===== config.mk =====
export PLATFORM = sky130hd
export DESIGN_NAME = uart_rx_fifo
export DESIGN_NICKNAME = d
export VERILOG_FILES = /design/src/rtl/uart_rx_fifo.sv
export SDC_FILE = /design/constraint.sdc
export NUM_CORES = 1
export LEC_CHECK = 0
export BUFFER_PORTS_ARGS = -buffer_cell sky130_fd_sc_hd__buf_2
export CAP_MARGIN = 20
export CORE_AREA = 4 4 95 97
export CTS_CLUSTER_SIZE = 24
export DETAILED_ROUTE_END_ITERATION = 7
export DIE_AREA = 0 0 99 101
export HOLD_SLACK_MARGIN = 0.02
export PLACE_DENSITY = 0.75
export SETUP_SLACK_MARGIN = 0.05
export SLEW_MARGIN = 30
export SYNTH_ARGS = -nofsm -noshare
export SYNTH_HDL_FRONTEND = slang
export SYNTH_SLANG_ARGS = --single-unit

===== constraint.sdc =====
create_clock -name clk_i -period 3.5 [get_ports clk_i]
set_clock_uncertainty 0.1 [all_clocks]
set_input_delay 0.175 -clock clk_i [delete_from_list [all_inputs] [get_ports clk_i]]
set_output_delay 0.175 -clock clk_i [all_outputs]
set_load 0.1 [all_outputs]

===== src/rtl/uart_rx_fifo.sv =====
// uart_rx_fifo: 8N1 UART receiver with a first-word-fall-through byte FIFO.
// It decodes the serial line driven by the SoC UART TX pad and queues the
// received bytes for a downstream consumer.
//
// Ports:
//   clk_i        sole clock
//   rst_ni       synchronous active-low reset
//   rx_i         serial line, idle high, asynchronous to clk_i
//   data_o       FIFO head byte; reads as 0 while the FIFO is empty
//   valid_o      FIFO non-empty
//   ready_i      consumer accepts the head (pop on valid_o & ready_i)
//   fill_o       FIFO occupancy
//   frame_err_o  one-cycle pulse when a stop bit is sampled low
//   overflow_o   one-cycle pulse when a good byte is dropped on a full FIFO
module uart_rx_fifo #(
  parameter int unsigned ClkFreq   = 500_000,
  parameter int unsigned Baud      = 115_200,
  parameter int unsigned FifoDepth = 8
) (
  input  logic                           clk_i,
  input  logic                           rst_ni,
  input  logic                           rx_i,
  output logic [7:0]                     data_o,
  output logic                           valid_o,
  input  logic                           ready_i,
  output logic [$clog2(FifoDepth+1)-1:0] fill_o,
  output logic                           frame_err_o,
  output logic                           overflow_o
);

  localparam int unsigned ClksPerBit = ClkFreq / Baud;
  localparam int unsigned Half       = ClksPerBit / 2;
  localparam int unsigned CntW       = (ClksPerBit > 2) ? $clog2(ClksPerBit) : 1;
  localparam int unsigned PtrW       = (FifoDepth > 1) ? $clog2(FifoDepth) : 1;
  localparam int unsigned FillW      = $clog2(FifoDepth + 1);

  if (ClksPerBit < 2) begin : g_bad_cpb
    $error("uart_rx_fifo: ClkFreq/Baud must be at least 2");
  end
  if (FifoDepth < 1) begin : g_bad_depth
    $error("uart_rx_fifo: FifoDepth must be at least 1");
  end

  localparam logic [CntW-1:0] HalfM1 = CntW'(Half - 1);
  localparam logic [CntW-1:0] BitM1  = CntW'(ClksPerBit - 1);

  typedef enum logic [2:0] {IDLE, START, DATA, STOP, BREAK} state_e;

  // ---------------- synchronizer ----------------
  logic [1:0] rx_sync;
  logic       rx_s;

  always_ff @(posedge clk_i) begin
    if (!rst_ni) rx_sync <= 2'b11;
    else         rx_sync <= {rx_sync[0], rx_i};
  end
  assign rx_s = rx_sync[1];

  // ---------------- receive FSM ----------------
  state_e          state_q, state_d;
  logic [CntW-1:0] cnt_q, cnt_d;
  logic [2:0]      bit_q, bit_d;
  logic [7:0]      shift_q, shift_d;
  logic            push, frame_err;

  always_ff @(posedge clk_i) begin
    if (!rst_ni) begin
      state_q <= IDLE;
      cnt_q   <= '0;
      bit_q   <= '0;
      shift_q <= '0;
    end else begin
      state_q <= state_d;
      cnt_q   <= cnt_d;
      bit_q   <= bit_d;
      shift_q <= shift_d;
    end
  end

  always_comb begin
    state_d   = state_q;
    cnt_d     = cnt_q;
    bit_d     = bit_q;
    shift_d   = shift_q;
    push      = 1'b0;
    frame_err = 1'b0;
    case (state_q)
      IDLE: if (!rx_s) begin
        state_d = START;
        cnt_d   = '0;
      end
      // Re-check the start bit at its middle; a short low pulse is a glitch.
      START: if (cnt_q == HalfM1) begin
        cnt_d = '0;
        if (!rx_s) begin
          state_d = DATA;
          bit_d   = '0;
        end else begin
          state_d = IDLE;
        end
      end else begin
        cnt_d = cnt_q + CntW'(1);
      end
      // LSB arrives first, so shift in from the top.
      DATA: if (cnt_q == BitM1) begin
        cnt_d   = '0;
        shift_d = {rx_s, shift_q[7:1]};
        if (bit_q == 3'd7) state_d = STOP;
        else               bit_d   = bit_q + 3'd1;
      end else begin
        cnt_d = cnt_q + CntW'(1);
      end
      STOP: if (cnt_q == BitM1) begin
        cnt_d = '0;
        if (rx_s) begin
          push    = 1'b1;
          state_d = IDLE;
        end else begin
          frame_err = 1'b1;
          state_d   = BREAK;
        end
      end else begin
        cnt_d = cnt_q + CntW'(1);
      end
      // Hold here until the line returns high so a held-low line reports once.
      BREAK: if (rx_s) state_d = IDLE;
      default: state_d = IDLE;
    endcase
  end

  // ---------------- FIFO ----------------
  logic [7:0]       mem [FifoDepth];
  logic [PtrW-1:0]  wr_ptr, rd_ptr;
  logic [FillW-1:0] fill_q;
  logic             full, pop, wr_en;

  function automatic logic [PtrW-1:0] ptr_inc(input logic [PtrW-1:0] p);
    return (p == PtrW'(FifoDepth - 1)) ? '0 : p + PtrW'(1);
  endfunction

  assign full    = (fill_q == FillW'(FifoDepth));
  assign valid_o = (fill_q != '0);
  assign pop     = valid_o & ready_i;
  // A simultaneous pop frees the slot, so a push on a full FIFO still lands.
  assign wr_en   = push & (~full | pop);

  always_ff @(posedge clk_i) begin
    if (!rst_ni) begin
      wr_ptr <= '0;
      rd_ptr <= '0;
      fill_q <= '0;
    end else begin
      if (wr_en) wr_ptr <= ptr_inc(wr_ptr);
      if (pop)   rd_ptr <= ptr_inc(rd_ptr);
      case ({wr_en, pop})
        2'b10:   fill_q <= fill_q + FillW'(1);
        2'b01:   fill_q <= fill_q - FillW'(1);
        default: fill_q <= fill_q;
      endcase
    end
  end

  always_ff @(posedge clk_i) begin
    if (rst_ni && wr_en) mem[wr_ptr] <= shift_q;
  end

  assign data_o      = valid_o ? mem[rd_ptr] : 8'h00;
  assign fill_o      = fill_q;
  assign frame_err_o = frame_err & rst_ni;
  assign overflow_o  = push & full & ~pop & rst_ni;

endmodule


==> metrics.md, run 1 <==
| Metric | Value |
|---|---|
| Core footprint | 8130 µm² |
| TritonCTS buffer count | 9 |
| DR vias | between 2000 and 2500 |
| GR Util All Layers | 15.2% |
| Die Height | 101 µm |
| Vias in the first global route | between 2000 and 2500 |
| Final Hold Viols | 0 |
| Outcome | finished clean |
| Diodes inserted | 0 |
| Hold-fix buffers, CTS | 3 |
| Vias per inst | 5.51 |
| Synth area leader | edfxtp_1 |
| Data arrival time of the critical path | between 2 and 2.5 ns |
| Post-synth cell types | 48 |
| Max cap viols | 0 |
| Die ar. | 10000 µm² |
| CTS root buf | clkbuf_8 |
| Post-synthesis sequential area ratio | 63.7% |
| Initial antenna violation count | 0 |
| Power Total | just over 0.002 W |
| Yosys Warn Count | 0 |
| Slew Limit Fails | 0 |
| Final Cycle Share | 76.1% |
| WP data required | 3.22 ns |
| RSZ-0062 raised after global routing | no |
| Slew @ Worst Pin | 0.818 ns |
| Area fraction of the dominant cell type after synthesis | between 40% and 50% |
| Clock tree buffer depth | 2 |
| Worst vdd rail ir drop | about 0.00026 V |
| Layout cells sized above 1 | a little under a fifth |
| Post-synthesis average cell area | 13.9 µm² |
| Final net count | 322 |
| Dpl hpwl | 4830 µm |
| Crit path kind | reg -> out |
| Yosys reg bits | 95 |
| Clk slew on worst S/H paths | 0.09 ns |
| Rel. slew slack | between 40 and 50% |
| Area of the multi-input gates | 1370 µm² |
| Synth Net Count | 301 |
| Main area contributors after synthesis | edfxtp_1 (48%), dfxtp_1 (16%), mux4_2 (9.0%), nand2_1 (3.4%), mux2i_1 (3.3%) |
| First-pass detailed-route iteration total | 4 |
| Largest net degree at the start of global routing | 24 |
| Post-route minimum period | ~2.7 ns |
| Skew-Pair Late Insertion Delay | 0.36 ns |
| Starting DRT DRC Count | between 100 and 150 |
| Max Freq | 0.375 GHz |
| Worst hold path type | in -> reg |
| Row count | 33 |
| Initial Utilization | approximately half |
| Synth Cell Area | 3990 µm² |
| Fillcell total | 681 |
| Post-CTS Resized | 0 |
| Cell Pwr Density | 463 nW/µm² |
| Die width | 99 µm |
| Mapped Cells | 287 |
| Fin Setup TNS | 0 ns |
| Clock sink count | 95 |
| Storage element area | 2540 µm² |
| First-pass GRT wire length | 11700 µm |
| Detailed Route WL | 7020 µm |
| Post-route antenna net violation count | 0 |
| # setup viols final | 0 |
| DR DRC count | 0 |
| Port bufs | 18 |
| Routed len/inst | 16.8 µm |
| GR Overflow Total | 0 |
| Critical Path Fanout Max | 9 |
| CP startpoint kind | flip-flop |
| Gp weighted congestion | ~0.78 |
| Clock tree from TritonCTS | built |
| Total number of H-tree levels | 3 |
| Leak Pwr | 1.49 nW |
| Top Ports | 19 |
| CP endpoint kind | primary output |
| Setup Buffers After CTS | 0 |
| Syn-to-layout area delta | 10.4% |
[layout make-up]
cell class                      instances  share of cell area (%)
Sequential cell                        95                    57.7
Multi-Input combinational cell        173                    31.1
Timing Repair Buffer                   24                    3.24
Tap cell                              105                    2.98
Clock buffer                            9                    2.81
Clock inverter                          7                    1.79
Inverter                                5                   0.426
[sequential cells by signal, indices dropped and copies added, names as in the netlist, named ones only]
register	count
shift_q	8
wr_ptr	3
bit_q	3
rx_sync	2
fill_o	4
rd_ptr	3
cnt_q	2
state_q	3
mem	64
[power by group]
group / internal [W] / total (W) / switching, W
Sequential: 0.00120 / 0.00122 / 0.0000258
Clock: 0.000339 / 0.000726 / 0.000387
Combinational: 0.0000409 / 0.0000916 / 0.0000507
[synth_stat cells, drive strengths merged]
master / instances
o31ai: 1
edfxtp: 64
nand2: 36
and4: 1
buf: 7
o221a: 2
or4bb: 1
nand3: 3
o21ai: 4
or4: 1
xnor2: 1
and2: 3
o41a: 1
o311ai: 1
nor2b: 2
or3b: 1
nor2: 24
a211oi: 2
mux2i: 13
or3: 3
a32oi: 1
dfxtp: 31
nor3b: 1
nand2b: 10
and4b: 1
a21oi: 18
nor3: 3
and3b: 1
inv: 5
nand3b: 1
clkbuf: 7
mux4: 16
o41ai: 2
o32ai: 1
nor4b: 1
o211ai: 2
o211a: 1
ha: 10
nand4b: 1
a31oi: 1
nor4: 1
nand4bb: 1
[cell families after synthesis]
family | synth area share [%]
AOI/OAI and AO/OA | 6.68
xor gates and xnor gates | 0.219
adders and majority gates | 3.13
buffers and inverters | 2.13
DFF | 63.7
muxes | 12.3
and+or+nand+nor | 11.8
[layer usage]
metal,share of wire [%],routed length [µm],vias up,GRT usage (%)
li1,-,-,1119,-
met1,44,3070,1129,19.8
met2,50,3540,47,25.4
met3,5.1,360,7,4.64
met4,0.76,53,0,2.84
met5,0,0,-,0
[cells in the final DEF, fill, tap and decap left out, types with 2 or more instances in the layout]
master	n
edfxtp_1	64
o21ai_0	2
and2_1	3
o221a_2	2
clkbuf_8	9
ha_1	10
nand3_1	3
o21ai_1	2
nor2_1	24
mux4_2	16
buf_4	3
inv_1	5
inv_6	2
dlygate4sd3_1	3
a21oi_1	17
nor2b_1	2
nand2b_1	10
nor3_1	3
buf_2	18
dfxtp_1	31
mux2i_1	13
a211oi_1	2
or3_1	3
nand2_1	36
[critical path, stage by stage, from the launching register on]
cell and delay [ns]:
dfxtp_1 0.42, or3_1 0.50, nor2_1 0.67, nor2_1 0.12, buf_2 0.33
[worst paths after layout]
kind / startpoint / end / slack [ns] / depth (start not counted)
min reg2reg: rx_sync[0]$_SDFF_PN1_ / rx_sync[1]$_SDFF_PN1_ / 0.33 / 1
max reg2reg: cnt_q[0]$_SDFFE_PN0P_ / mem[4][3]$_DFFE_PP_ / 0.96 / 5
min: ready_i / rd_ptr[2]$_SDFFE_PN0N_ / 0.20 / 4
max: fill_o[1]$_SDFFE_PN0P_ / data_o[3] / 0.84 / 4
[metrics by stage]
stage	instance area [µm²]	setup WS [ns]	std cells	utilization [%]	hold WS, ns
after floorplan	4000	0.0748	287	-	0.176
after global placement	4180	0.984	399	51.3	0.259
after detailed placement	4180	0.947	399	51.3	0.261
after CTS	4410	0.820	418	54.2	0.176
after global routing	4410	0.668	418	54.2	0.219
final	4410	0.836	418	54.2	0.196
No activity file was read; power rests on OpenSTA's default activity.
==> run 2, diff against run 1 <==
--- a/config.mk
+++ b/config.mk
@@ -5,6 +5,7 @@
 export SDC_FILE = /design/constraint.sdc
 export NUM_CORES = 1
 export LEC_CHECK = 0
+export ABC_AREA = 1
 export BUFFER_PORTS_ARGS = -buffer_cell sky130_fd_sc_hd__buf_2
 export CAP_MARGIN = 20
 export CORE_AREA = 4 4 95 97
==> constraint.sdc (replaced) <==
create_clock -name clk_i -period 2.5 [get_ports clk_i]
set_clock_uncertainty 0.1 [all_clocks]
set_input_delay 0.125 -clock clk_i [delete_from_list [all_inputs] [get_ports clk_i]]
set_output_delay 0.125 -clock clk_i [all_outputs]
set_load 0.1 [all_outputs]
==> run 2 against run 1 <==
Compared with the run above: clock power grew 28%; power grew to 2.7 times the previous value; clock-buffer cell count is the same; area after synthesis grew 0.16%; register-to-register slack lost 0.51 ns; utilization grew 3.2 points; sequential cell count is the same; cell count grew 26%; worst hold slack lost 0.14 ns; critical path depth grew 2; global-route usage grew 1.5 points; die area is the same; critical endpoint is now data_o[5]; largest cell class unchanged.
==> metrics.md, run 2 <==
| Metric | Value |
|---|---|
| Outcome | finished clean |
| Area fraction of the dominant cell type after synthesis | 48.1% |
| Comb power frac | 49.2% |
| First-pass GRT wire length | ~13000 µm |
| CP endpoint kind | primary output |
| Initial antenna violation count | 0 |
| Max cap viols | 0 |
| Yosys reg bits | 95 |
| RR Startpoint | cnt_q[1]$_SDFFE_PN0P_ |
| Top cells by count, synth | nor2_1 (69), edfxtp_1 (64), o21ai_0 (56) |
| Slew @ Worst Pin | 0.615 ns |
| Die Height | approximately 100 µm |
| Dpl hpwl | about 5400 µm |
| Final net count | 430 |
| Final Cycle Share | 93.9% |
| Reg-to-Reg End | mem[4][6]$_DFFE_PP_ |
| Diodes inserted | 0 |
| Skew-Pair Late Insertion Delay | 0.36 ns |
| Cell Pwr Density | between 1000 and 1500 nW/µm² |
| Clock tree buffer depth | 2 |
| Port bufs | 18 |
| Top FF cell, synth | edfxtp_1 |
| TritonCTS buffer count | 9 |
| Clk slew on worst S/H paths | 0.09 ns |
| Max Freq | 0.426 GHz |
| Fin Setup TNS | 0 ns |
| Synth Net Count | 400 |
| Core footprint | 8130 µm² |
| Top delay family on crit path | buffers and inverters |
| Data arrival time of the critical path | 2.12 ns |
| WP depth | 6 |
| Int Pwr | 0.00290 W |
| Main area contributors after synthesis | edfxtp_1 (48%), dfxtp_1 (16%), o21ai_0 (7.0%), nor2_1 (6.5%), ha_1 (3.1%) |
| Routed len/inst | 14.7 µm |
| Starting DRT DRC Count | 174 |
| Layout cells sized above 1 | 19.0% |
| Vias in the first global route | 2657 |
| Row count | 33 |
| Crit path max-delay cell type | dfxtp_1 |
| Power Total | 0.00544 W |
| Final Cell Area | ~4700 µm² |
| Worst hold path type | in -> reg |
| Final Hold Viols | 0 |
| Leak Pwr | around 1.7 nW |
| Initial Utilization | a little under 50% |
| Top Ports | 19 |
| Placed cell area | ~4500 µm² |
| GR Overflow Total | 0 |
| DR DRC count | 0 |
| Post-synthesis average cell area | 10.4 µm² |
| Max stage delay on crit path | roughly 0.46 ns |
| Worst vdd rail ir drop | 0.000781 V |
| Die ar. | roughly 10000 µm² |
| Detailed Route WL | 7750 µm |
| Die width | 99 µm |
| Post-route antenna net violation count | 0 |
| Post-route minimum period | 2.35 ns |
| # setup viols final | 0 |
| Largest net degree at the start of global routing | 33 |
| Synth Cell Area | around 4000 µm² |
| RSZ-0062 raised after global routing | yes |
| Most frequent cells in the layout | nor2_1 (69), edfxtp_1 (64), o21ai_0 (52) |
| Critical Path Fanout Max | 11 |
| Vias per inst | 5.22 |
| Rel. slew slack | around 60% |
| Syn-to-layout area delta | 16.9% |
| Hold depth | 3 |
| Post-synthesis sequential area ratio | 63.6% |
| Commonest non-fill, non-tap cell in the layout | nor2_1 |
| Yosys Warn Count | 0 |
| DR vias | 2746 |
| Top-count cell post-synth | nor2_1 |
| Setup Buffers After CTS | 0 |
| Slew Limit Fails | 0 |
| Gp weighted congestion | 0.924 |
| WP data required | 2.28 ns |
| Clock sink count | between 90 and 100 |
| Synth area leader | edfxtp_1 |
| Post-synth cell types | 28 |
| Critical path, cell by cell | clkinvlp_2 -> nor2_1 -> o22ai_1 -> o21ai_0 -> a31oi_4 -> buf_12 |
| Post-synth EDFFs | 64 |
| First-pass detailed-route iteration total | 4 |
| CP startpoint kind | flip-flop |
| CP bufs+invs | 2 |
| Top reg by flops | mem |
| Clock tree from TritonCTS | built |
| GR Util All Layers | ~17% |
| R2R depth | 8 |
| Clock power share | between 10% and 20% |
| Reg power frac | between 30% and 40% |
| Crit path kind | reg -> out |
| Share of synthesized registers carrying an async set or reset | 0% |
| Number of flip-flops in the largest register | 64 |
| Hold Crit Start | rst_ni |
| Total number of H-tree levels | 3 |
| CTS root buf | clkbuf_8 |
| Hold worst-path end | fill_o[3]$_SDFFE_PN0P_ |
| Total net switching power | approximately 0.0025 W |
| R2R setup slack | 0.45 ns |
| Sw Share | 46.6% |
| Mapped Cells | 386 |
run 2: cell count changes after synthesis, moves of 13 or more:
cell	delta
nor2_1	+45
o21ai_0	+54
inv_1	+26
mux4_2	-16
nand2_1	-13
mux2i_1	-13
run 2: cell type report:
class | count | area [µm²]
Sequential cell | 95 | 2550
Timing Repair inverter | 1 | 5.00
Clock buffer | 9 | 124
Tap cell | 105 | 131
Clock inverter | 7 | 62.6
Multi-Input combinational cell | 244 | 1390
Fill cell | 645 | 3460
Timing Repair Buffer | 32 | 284
Inverter | 33 | 128
run 2: worst max-delay path by stage:
stage / from / to / slack [ns]
finish: flip-flop / data_o[5] / 0.15
global route: flip-flop / data_o[5] / 0.02
CTS: flip-flop / data_o[3] / 0.08
detailed placement: flip-flop / data_o[3] / 0.44
global placement: flip-flop / data_o[4] / 0.52
floorplan: fill_o[2]$_SDFFE_PN0P_ / mem[1][0]$_DFFE_PP_ / 0.18
run 2: tightest hold or removal path, cell delays in order:
cell	delay [ns]
buf_2	0.22
nand2_1	0.11
nor2_1	0.03
run 2: cells by family after synthesis:
group / synth area share (%)
flip-flops: 63.6
buffers and inverters: 4.76
adder cells (fa/ha/maj): 3.13
AND/OR/NAND/NOR: 15.1
AO/OA/AOI/OAI: 13.5
run 2: routing by layer:
metal | GRT usage, % | vias to the layer above | wire length, µm
li1 | - | 1404 | -
met1 | 20.4 | 1260 | 3270
met2 | 28.2 | 75 | 3850
met3 | 5.26 | 7 | 535
met4 | 5.15 | 0 | 89
met5 | 0 | - | 0
run 2: per-stage QoR:
step / worst slack (ns) / hold slack [ns] / cells / util, %
floorplan: 0.180 / 0.132 / 386 / -
global placement: 0.524 / 0.211 / 508 / 54.8
detailed placement: 0.441 / 0.219 / 508 / 54.8
CTS: 0.0767 / 0.0356 / 525 / 57.2
global route: 0.0198 / 0.0877 / 526 / 57.4
finish: 0.153 / 0.0545 / 526 / 57.4
run 2: what timing repair did:
| action | in CTS | in global routing |
|---|---|---|
| hold buffers | 1 | 0 |
| endpoints found under the hold margin | 1 | 0 |
| setup endpoints to repair | 1 | 6 |
| resized for setup | 1 | 8 |
| cloned | 0 | 1 |
| pin swaps | 0 | 0 |
run 2: power by group through the flow:
stage	logic, W	clock network [W]	registers, W
after global routing	0.00286	0.00104	0.00185
after detailed placement	0.00265	0	0.00186
final	0.00268	0.000932	0.00183
after floorplan	0.00189	0	0.00201
after CTS	0.00266	0.000958	0.00183
after global placement	0.00261	0	0.00185
